**src/rtl/pipe_pkg.sv**
```systemverilog
// Shared definitions for the fetch/decode front-end sequencing logic:
// controller state encoding and the opcodes that matter to it.
package pipe_pkg;

  typedef enum logic [2:0] {
    ST_RUN    = 3'd0,
    ST_STALL  = 3'd1,
    ST_FLUSH  = 3'd2,
    ST_DRAIN  = 3'd3,
    ST_HALTED = 3'd4
  } ctrl_state_t;

  localparam logic [5:0] HALT_OP = 6'b111111;

  // Control-flow opcodes; these resolve in EX and arrive as ex_branch_taken.
  localparam logic [5:0] OP_J   = 6'b000010;
  localparam logic [5:0] OP_JAL = 6'b000011;
  localparam logic [5:0] OP_BEQ = 6'b000100;
  localparam logic [5:0] OP_BNE = 6'b000101;

endpackage

```
**src/rtl/fetch_hazard_ctrl_if.sv**
```systemverilog
// Bundle between the pipeline datapath (master) and the sequencing controller (slave).
// Levels only, no handshake: every input is sampled each cycle and every output is valid every cycle.
interface fetch_hazard_ctrl_if #(
  parameter int CNT_W = 16
);
  logic [5:0]       id_opcode;
  logic [4:0]       id_rs;
  logic [4:0]       id_rt;
  logic             id_uses_rt;
  logic             ex_mem_read;
  logic [4:0]       ex_rt;
  logic             ex_branch_taken;
  logic [31:0]      ex_target;
  logic             hazard;
  logic             if_id_stall;
  logic             if_id_flush;
  logic             id_ex_bubble;
  logic             pc_redirect;
  logic [31:0]      redirect_addr;
  logic             halted;
  logic [CNT_W-1:0] stall_count;
  logic [CNT_W-1:0] flush_count;

  modport master (
    output id_opcode, id_rs, id_rt, id_uses_rt, ex_mem_read, ex_rt,
           ex_branch_taken, ex_target,
    input  hazard, if_id_stall, if_id_flush, id_ex_bubble, pc_redirect,
           redirect_addr, halted, stall_count, flush_count
  );

  modport slave (
    input  id_opcode, id_rs, id_rt, id_uses_rt, ex_mem_read, ex_rt,
           ex_branch_taken, ex_target,
    output hazard, if_id_stall, if_id_flush, id_ex_bubble, pc_redirect,
           redirect_addr, halted, stall_count, flush_count
  );
endinterface

```
**src/rtl/hazard_detect.sv**
```systemverilog
// Combinational load-use comparator between the load in EX and the sources of the ID instruction.
module hazard_detect (
  input  logic       ex_mem_read,
  input  logic [4:0] ex_rt,
  input  logic [4:0] id_rs,
  input  logic [4:0] id_rt,
  input  logic       id_uses_rt,
  output logic       load_use
);
  // r0 is hardwired to zero, so a load targeting it never creates a dependency.
  assign load_use = ex_mem_read && (ex_rt != 5'd0) &&
                    ((ex_rt == id_rs) || (id_uses_rt && (ex_rt == id_rt)));
endmodule

```
**src/rtl/fetch_hazard_ctrl.sv**
```systemverilog
// Front-end sequencing controller: load-use stalls, EX-resolved redirects and halt drain.
// All pipeline-control outputs are combinational so they act on the same-cycle register update.
module fetch_hazard_ctrl
  import pipe_pkg::*;
#(
  parameter int STALL_CYCLES = 1,
  parameter int DRAIN_CYCLES = 3,
  parameter int CNT_W        = 16
) (
  input  logic                clk,
  input  logic                rst,
  fetch_hazard_ctrl_if.slave  bus,
  output ctrl_state_t         dbg_state
);
  localparam logic [3:0]       STALL_LOAD = 4'(STALL_CYCLES - 1);
  localparam logic [3:0]       DRAIN_LOAD = 4'(DRAIN_CYCLES);
  localparam logic [CNT_W-1:0] CNT_MAX    = '1;

  ctrl_state_t      state_q, state_d;
  logic [3:0]       cnt_q, cnt_d;
  logic [CNT_W-1:0] stall_cnt_q, stall_cnt_d;
  logic [CNT_W-1:0] flush_cnt_q, flush_cnt_d;
  logic             load_use;
  logic             hz, stl, fl, bub, redir, hlt, lu_cycle;

  hazard_detect u_hazard_detect (
    .ex_mem_read (bus.ex_mem_read),
    .ex_rt       (bus.ex_rt),
    .id_rs       (bus.id_rs),
    .id_rt       (bus.id_rt),
    .id_uses_rt  (bus.id_uses_rt),
    .load_use    (load_use)
  );

  always_comb begin
    state_d  = state_q;
    cnt_d    = cnt_q;
    hz       = 1'b0;
    stl      = 1'b0;
    fl       = 1'b0;
    bub      = 1'b0;
    redir    = 1'b0;
    hlt      = 1'b0;
    lu_cycle = 1'b0;
    case (state_q)
      ST_RUN: begin
        if (bus.ex_branch_taken) begin
          redir   = 1'b1;
          fl      = 1'b1;
          bub     = 1'b1;
          state_d = ST_FLUSH;
        end else if (load_use) begin
          hz       = 1'b1;
          stl      = 1'b1;
          bub      = 1'b1;
          lu_cycle = 1'b1;
          if (STALL_CYCLES > 1) begin
            cnt_d   = STALL_LOAD;
            state_d = ST_STALL;
          end
        end else if (bus.id_opcode == HALT_OP) begin
          hz      = 1'b1;
          fl      = 1'b1;
          cnt_d   = DRAIN_LOAD;
          state_d = ST_DRAIN;
        end
      end
      ST_STALL: begin
        // EX holds a bubble here, so ex_branch_taken cannot be genuine.
        hz       = 1'b1;
        stl      = 1'b1;
        bub      = 1'b1;
        lu_cycle = 1'b1;
        cnt_d    = cnt_q - 4'd1;
        if (cnt_q == 4'd1) state_d = ST_RUN;
      end
      ST_FLUSH: state_d = ST_RUN;
      ST_DRAIN: begin
        // A redirect from an older instruction still in EX cancels the halt.
        if (bus.ex_branch_taken) begin
          redir   = 1'b1;
          fl      = 1'b1;
          bub     = 1'b1;
          state_d = ST_FLUSH;
        end else begin
          hz    = 1'b1;
          fl    = 1'b1;
          cnt_d = cnt_q - 4'd1;
          if (cnt_q == 4'd1) state_d = ST_HALTED;
        end
      end
      ST_HALTED: begin
        hlt = 1'b1;
        hz  = 1'b1;
        fl  = 1'b1;
      end
      default: state_d = ST_RUN;
    endcase

    stall_cnt_d = stall_cnt_q;
    if (lu_cycle && (stall_cnt_q != CNT_MAX)) stall_cnt_d = stall_cnt_q + CNT_W'(1);
    flush_cnt_d = flush_cnt_q;
    if (redir && (flush_cnt_q != CNT_MAX)) flush_cnt_d = flush_cnt_q + CNT_W'(1);
  end

  always_ff @(posedge clk) begin
    if (rst) begin
      state_q     <= ST_RUN;
      cnt_q       <= 4'd0;
      stall_cnt_q <= '0;
      flush_cnt_q <= '0;
    end else begin
      state_q     <= state_d;
      cnt_q       <= cnt_d;
      stall_cnt_q <= stall_cnt_d;
      flush_cnt_q <= flush_cnt_d;
    end
  end

  // Reset forces every output low in the same cycle, whatever the state.
  assign bus.hazard        = hz & ~rst;
  assign bus.if_id_stall   = stl & ~rst;
  assign bus.if_id_flush   = fl & ~rst;
  assign bus.id_ex_bubble  = bub & ~rst;
  assign bus.pc_redirect   = redir & ~rst;
  assign bus.redirect_addr = (redir & ~rst) ? bus.ex_target : 32'd0;
  assign bus.halted        = hlt & ~rst;
  assign bus.stall_count   = rst ? '0 : stall_cnt_q;
  assign bus.flush_count   = rst ? '0 : flush_cnt_q;
  assign dbg_state         = state_q;

endmodule

```
**src/flat_wrapper.sv**
```systemverilog
// flat-port wrapper written by rule: the top's interface ports become plain ports
module fetch_hazard_ctrl_flat import pipe_pkg::*;
#(
  parameter int STALL_CYCLES = 1,
  parameter int DRAIN_CYCLES = 3,
  parameter int CNT_W        = 16
)
  (clk, rst, dbg_state, bus_id_opcode, bus_id_rs, bus_id_rt, bus_id_uses_rt, bus_ex_mem_read, bus_ex_rt, bus_ex_branch_taken, bus_ex_target, bus_hazard, bus_if_id_stall, bus_if_id_flush, bus_id_ex_bubble, bus_pc_redirect, bus_redirect_addr, bus_halted, bus_stall_count, bus_flush_count);
  fetch_hazard_ctrl_if #(.CNT_W(CNT_W)) bus_i ();
  input  logic clk;
  input  logic rst;
  output ctrl_state_t dbg_state;
  input wire logic [$bits(bus_i.id_opcode)-1:0] bus_id_opcode;
  input wire logic [$bits(bus_i.id_rs)-1:0] bus_id_rs;
  input wire logic [$bits(bus_i.id_rt)-1:0] bus_id_rt;
  input wire logic [$bits(bus_i.id_uses_rt)-1:0] bus_id_uses_rt;
  input wire logic [$bits(bus_i.ex_mem_read)-1:0] bus_ex_mem_read;
  input wire logic [$bits(bus_i.ex_rt)-1:0] bus_ex_rt;
  input wire logic [$bits(bus_i.ex_branch_taken)-1:0] bus_ex_branch_taken;
  input wire logic [$bits(bus_i.ex_target)-1:0] bus_ex_target;
  output wire logic [$bits(bus_i.hazard)-1:0] bus_hazard;
  output wire logic [$bits(bus_i.if_id_stall)-1:0] bus_if_id_stall;
  output wire logic [$bits(bus_i.if_id_flush)-1:0] bus_if_id_flush;
  output wire logic [$bits(bus_i.id_ex_bubble)-1:0] bus_id_ex_bubble;
  output wire logic [$bits(bus_i.pc_redirect)-1:0] bus_pc_redirect;
  output wire logic [$bits(bus_i.redirect_addr)-1:0] bus_redirect_addr;
  output wire logic [$bits(bus_i.halted)-1:0] bus_halted;
  output wire logic [$bits(bus_i.stall_count)-1:0] bus_stall_count;
  output wire logic [$bits(bus_i.flush_count)-1:0] bus_flush_count;
  assign bus_i.id_opcode = bus_id_opcode;
  assign bus_i.id_rs = bus_id_rs;
  assign bus_i.id_rt = bus_id_rt;
  assign bus_i.id_uses_rt = bus_id_uses_rt;
  assign bus_i.ex_mem_read = bus_ex_mem_read;
  assign bus_i.ex_rt = bus_ex_rt;
  assign bus_i.ex_branch_taken = bus_ex_branch_taken;
  assign bus_i.ex_target = bus_ex_target;
  assign bus_hazard = bus_i.hazard;
  assign bus_if_id_stall = bus_i.if_id_stall;
  assign bus_if_id_flush = bus_i.if_id_flush;
  assign bus_id_ex_bubble = bus_i.id_ex_bubble;
  assign bus_pc_redirect = bus_i.pc_redirect;
  assign bus_redirect_addr = bus_i.redirect_addr;
  assign bus_halted = bus_i.halted;
  assign bus_stall_count = bus_i.stall_count;
  assign bus_flush_count = bus_i.flush_count;
  fetch_hazard_ctrl #(.STALL_CYCLES(STALL_CYCLES), .DRAIN_CYCLES(DRAIN_CYCLES), .CNT_W(CNT_W)) u_core (.clk(clk), .rst(rst), .bus(bus_i), .dbg_state(dbg_state));
endmodule
```
**config.mk**
```make
export PLATFORM = sky130hd
export DESIGN_NAME = fetch_hazard_ctrl_flat
export DESIGN_NICKNAME = d
export VERILOG_FILES = /design/src/rtl/pipe_pkg.sv /design/src/rtl/fetch_hazard_ctrl_if.sv /design/src/rtl/hazard_detect.sv /design/src/rtl/fetch_hazard_ctrl.sv /design/src/flat_wrapper.sv
export SDC_FILE = /design/constraint.sdc
export NUM_CORES = 1
export LEC_CHECK = 0
export ABC_AREA = 1
export CAP_MARGIN = 10
export CORE_MARGIN = 4
export CORE_UTILIZATION = 43
export CTS_CLUSTER_SIZE = 30
export DETAILED_ROUTE_END_ITERATION = 8
export GPL_ROUTABILITY_DRIVEN = 1
export PLACE_DENSITY = 0.82
export SYNTH_ARGS = -nofsm -noshare
export SYNTH_HDL_FRONTEND = slang
export SYNTH_SLANG_ARGS = --single-unit
```
**constraint.sdc**
```tcl
create_clock -name clk -period 2.4 [get_ports clk]
set_clock_uncertainty 0.15 [all_clocks]
set_input_delay 0.48 -clock clk [delete_from_list [all_inputs] [get_ports clk]]
set_output_delay 0.48 -clock clk [all_outputs]
set_load 0.05 [all_outputs]
```
==> results_dict.tcl, run 1 <==
set metrics [dict create \
    die_area_sq_um 8230 \
    num_rows 29 \
    antenna_found_initial 0 \
    worst_setup_hold_path_clk_slew_ns 0.08 \
    worstPathCellList "nor2_4, nand2_4, a21oi_4, inv_2, nor2_4, inv_6, bufbuf_16, nor2_4, buf_12" \
    power_frac_seq_pct 20.5 \
    grt_pass1_vias 4049 \
    detail_route.wl_per_cell_microns 17.7 \
    viasPerCell 5.57 \
    cpMostUsedCell "nor2_4" \
    post-synth-top-area-cell "dfxtp_1" \
    yosys_warnings 0 \
    stdcell_count 751 \
    cts_buffer_depth 2 \
    leakage_nw 2.55 \
    min_path_type "register to register" \
    worst-path-max-fanout 5 \
    clock-root-buffer "clkbuf_8" \
    grt_pass1_wl_microns 19700 \
    avgSynthCellArea_sq_um 5.75 \
    crit_slowest_cell "dfxtp_4" \
    track_usage_pct 29.1 \
    start_util_pct 45.3 \
    finalMaxSlewViolations 0 \
    max_stage_delay_ns 0.38 \
    drtAntennaViolNets 0 \
    violations "negative setup slack" \
    final_hold_viol_count 0 \
    combPwrFrac_pct 63.0 \
    syn_area_sq_um 2940 \
    overflow 0 \
    clock_latency_ns 0.30 \
    synthArstFlopShare_pct 0 \
    synth_cells 512 \
    ys_types 29 \
    dpl.hpwl_microns 8310 \
    synth-main-ff-cell "dfxtp_1" \
    numCtsBuffers 5 \
    drive_gt1_share_pct 31.2 \
    yosys.cell_count.top_type "nor2_1" \
    portBuffers 130 \
    switching_share_pct 44.2 \
    start_kind "register" \
    first_pass_iters 6 \
    ys_ff_latch 39 \
    crit_path_end_kind "primary output" \
    drt_iter0_markers 376 \
    synth.top_cells.by_area "dfxtp_1 27%, nor2_1 13%, inv_1 13%" \
    arrival_ns 1.87 \
    clock_sinks 39 \
    synth_edf_count 0 \
    drc 0 \
    worstSetupPathType "register to primary output" \
    dpl_worst_slack_ns -0.232 \
    ys_top_cells_by_count "105 x nor2_1, 100 x inv_1, 97 x nand2_1" \
    fin_crit_sh_pct 104 \
    p_clk_share_pct 16.5 \
    postCtsHoldBufs 0 \
    worst_pin_slew_ns 0.539 \
    synth_fp_nets 574 \
    setup_violations 25 \
    fp.dieW_microns 90.7 \
    relSlewSlack_pct 63.9 \
    htree_levels 2 \
    pin_count 131 \
    dp_cells 722 \
    p_int_w 0.00225 \
    drt-total-wl_microns 13300 \
    fmax_mhz 400 \
    period_needed_ns 2.50 \
    core_sq_um 6490 \
    yosysTopAreaCellShare_pct 26.5 \
    maxCapViolCount 0 \
    status "finished, violations left" \
    ir_worst_vdd_mv 0.422 \
    rsz0062_at_grt "yes" \
    finalWorstSetupSlack_ns -0.101 \
    fill_cells 259 \
    cts_tree "done" \
    power_density_nw_per_um2 688 \
    p_switching_w 0.00178 \
    antenna_cells 0 \
    ys_seq_area_share_pct 26.5 \
    fp.dieH_microns 90.7 \
    final_nets 735 \
    area_delta_synth_final_pct 98.9 \
    place_congestion 0.896 \
    critical_path_required_ns 1.77 \
    grt_max_degree 51 \
    via_count 4180 \
]
## state kept, by name, indices dropped and copies added, names as in the netlist
register / flops
u_core.flush_cnt_q: 16
u_core.dbg_state: 3
u_core.cnt_q: 4
u_core.stall_cnt_q: 16
## layout by cell type (no fill, tap or decap), types with 17 or more instances in the layout
| cell type | Yosys | layout |
|---|---|---|
| dfxtp_1 | 39 | 36 |
| buf_12 | 0 | 73 |
| nand3_1 | 37 | 34 |
| xor2_1 | 17 | 17 |
| nor2_4 | 0 | 36 |
| inv_1 | 100 | 93 |
| nand2_1 | 97 | 91 |
| buf_4 | 0 | 33 |
| nor2_1 | 105 | 66 |
| a21oi_1 | 28 | 25 |
| clkdlybuf4s50_1 | 0 | 38 |
## critical path: cells and delay by family, from the launching register on
kind	cells	cell delay, ns
buffers and inverters	4	0.56
AND/OR/NAND/NOR	4	0.48
AO/OA/AOI/OAI	1	0.15
flip-flops	1	0.38
## area by class of cell
class                   instances  area (sq um)  area share (%)
clock buffers                   6          72.6            1.24
flip-flops and latches         39           792            13.5
multi-input cells             347          2040            34.9
well taps                      77          96.3            1.65
clock inverters                 2          60.1            1.03
repair buffers                169          2360            40.3
inverters                     111           429            7.34
## per-layer routing
metal | routed length [microns] | up-vias | track usage, %
li1 | - | 1885 | -
met1 | 4560 | 1921 | 29.5
met2 | 7090 | 296 | 57.4
met3 | 1040 | 78 | 5.25
met4 | 644 | 0 | 12.1
met5 | 0 | - | 0
## per-stage QoR
step                hold slack (ns)  setup TNS [ns]  area (sq um)  power (W)  utilization, %
detailed placement            0.316           -4.75          5400    0.00293            83.1
floorplan                     0.289         -0.0203          3250    0.00206               -
finish                        0.330           -1.54          5850    0.00403            90.1
global placement              0.298           -2.99          5400    0.00286            83.1
CTS                           0.327         -0.0263          5740    0.00380            88.3
global route                  0.370           -3.46          5850    0.00417            90.1
## cells by family after synthesis
logic type | synth area share (%)
buf+inv | 16.7
simple gates | 39.9
compound gates | 9.57
fa+ha+maj | 1.70
xor+xnor | 5.66
flops | 26.5
## what timing repair did
| action | 4_1_cts | 5_1_grt |
|---|---|---|
| gates resized for setup | 30 | 42 |
| pin swaps | 23 | 16 |
| setup buffers | 16 | 5 |
| setup endpoints to repair | 35 | 36 |
| gates cloned | 2 | 0 |
## power groups by stage
stage          combinational [W]  sequential [W]  clock, W
5_1_grt                  0.00265        0.000836  0.000685
3_5_place_dp             0.00211        0.000823         0
4_1_cts                  0.00233        0.000815  0.000654
3_3_place_gp             0.00204        0.000819         0
6_report                 0.00254        0.000825  0.000665
2_1_floorplan            0.00119        0.000864         0
## worst paths after layout
path,from,endpoint,slack [ns],cells past startpoint
worst max-delay path,u_core.dbg_state[2],bus_redirect_addr[4],-0.10,9
worst min-delay path,u_core.stall_cnt_q[15],u_core.stall_cnt_q[15],0.33,2
worst max register to register,u_core.dbg_state[2],u_core.flush_cnt_q[13],0,15
worst min register to register,u_core.stall_cnt_q[15],u_core.stall_cnt_q[15],0.33,2
(Power assumes the default switching activity.)
==> inputs of run 2 (changes only) <==
Settings changed: CAP_MARGIN 10 to 25.
==> results of run 2 <==
No change in the layout: final DEF, timing and power equal those of run 1.
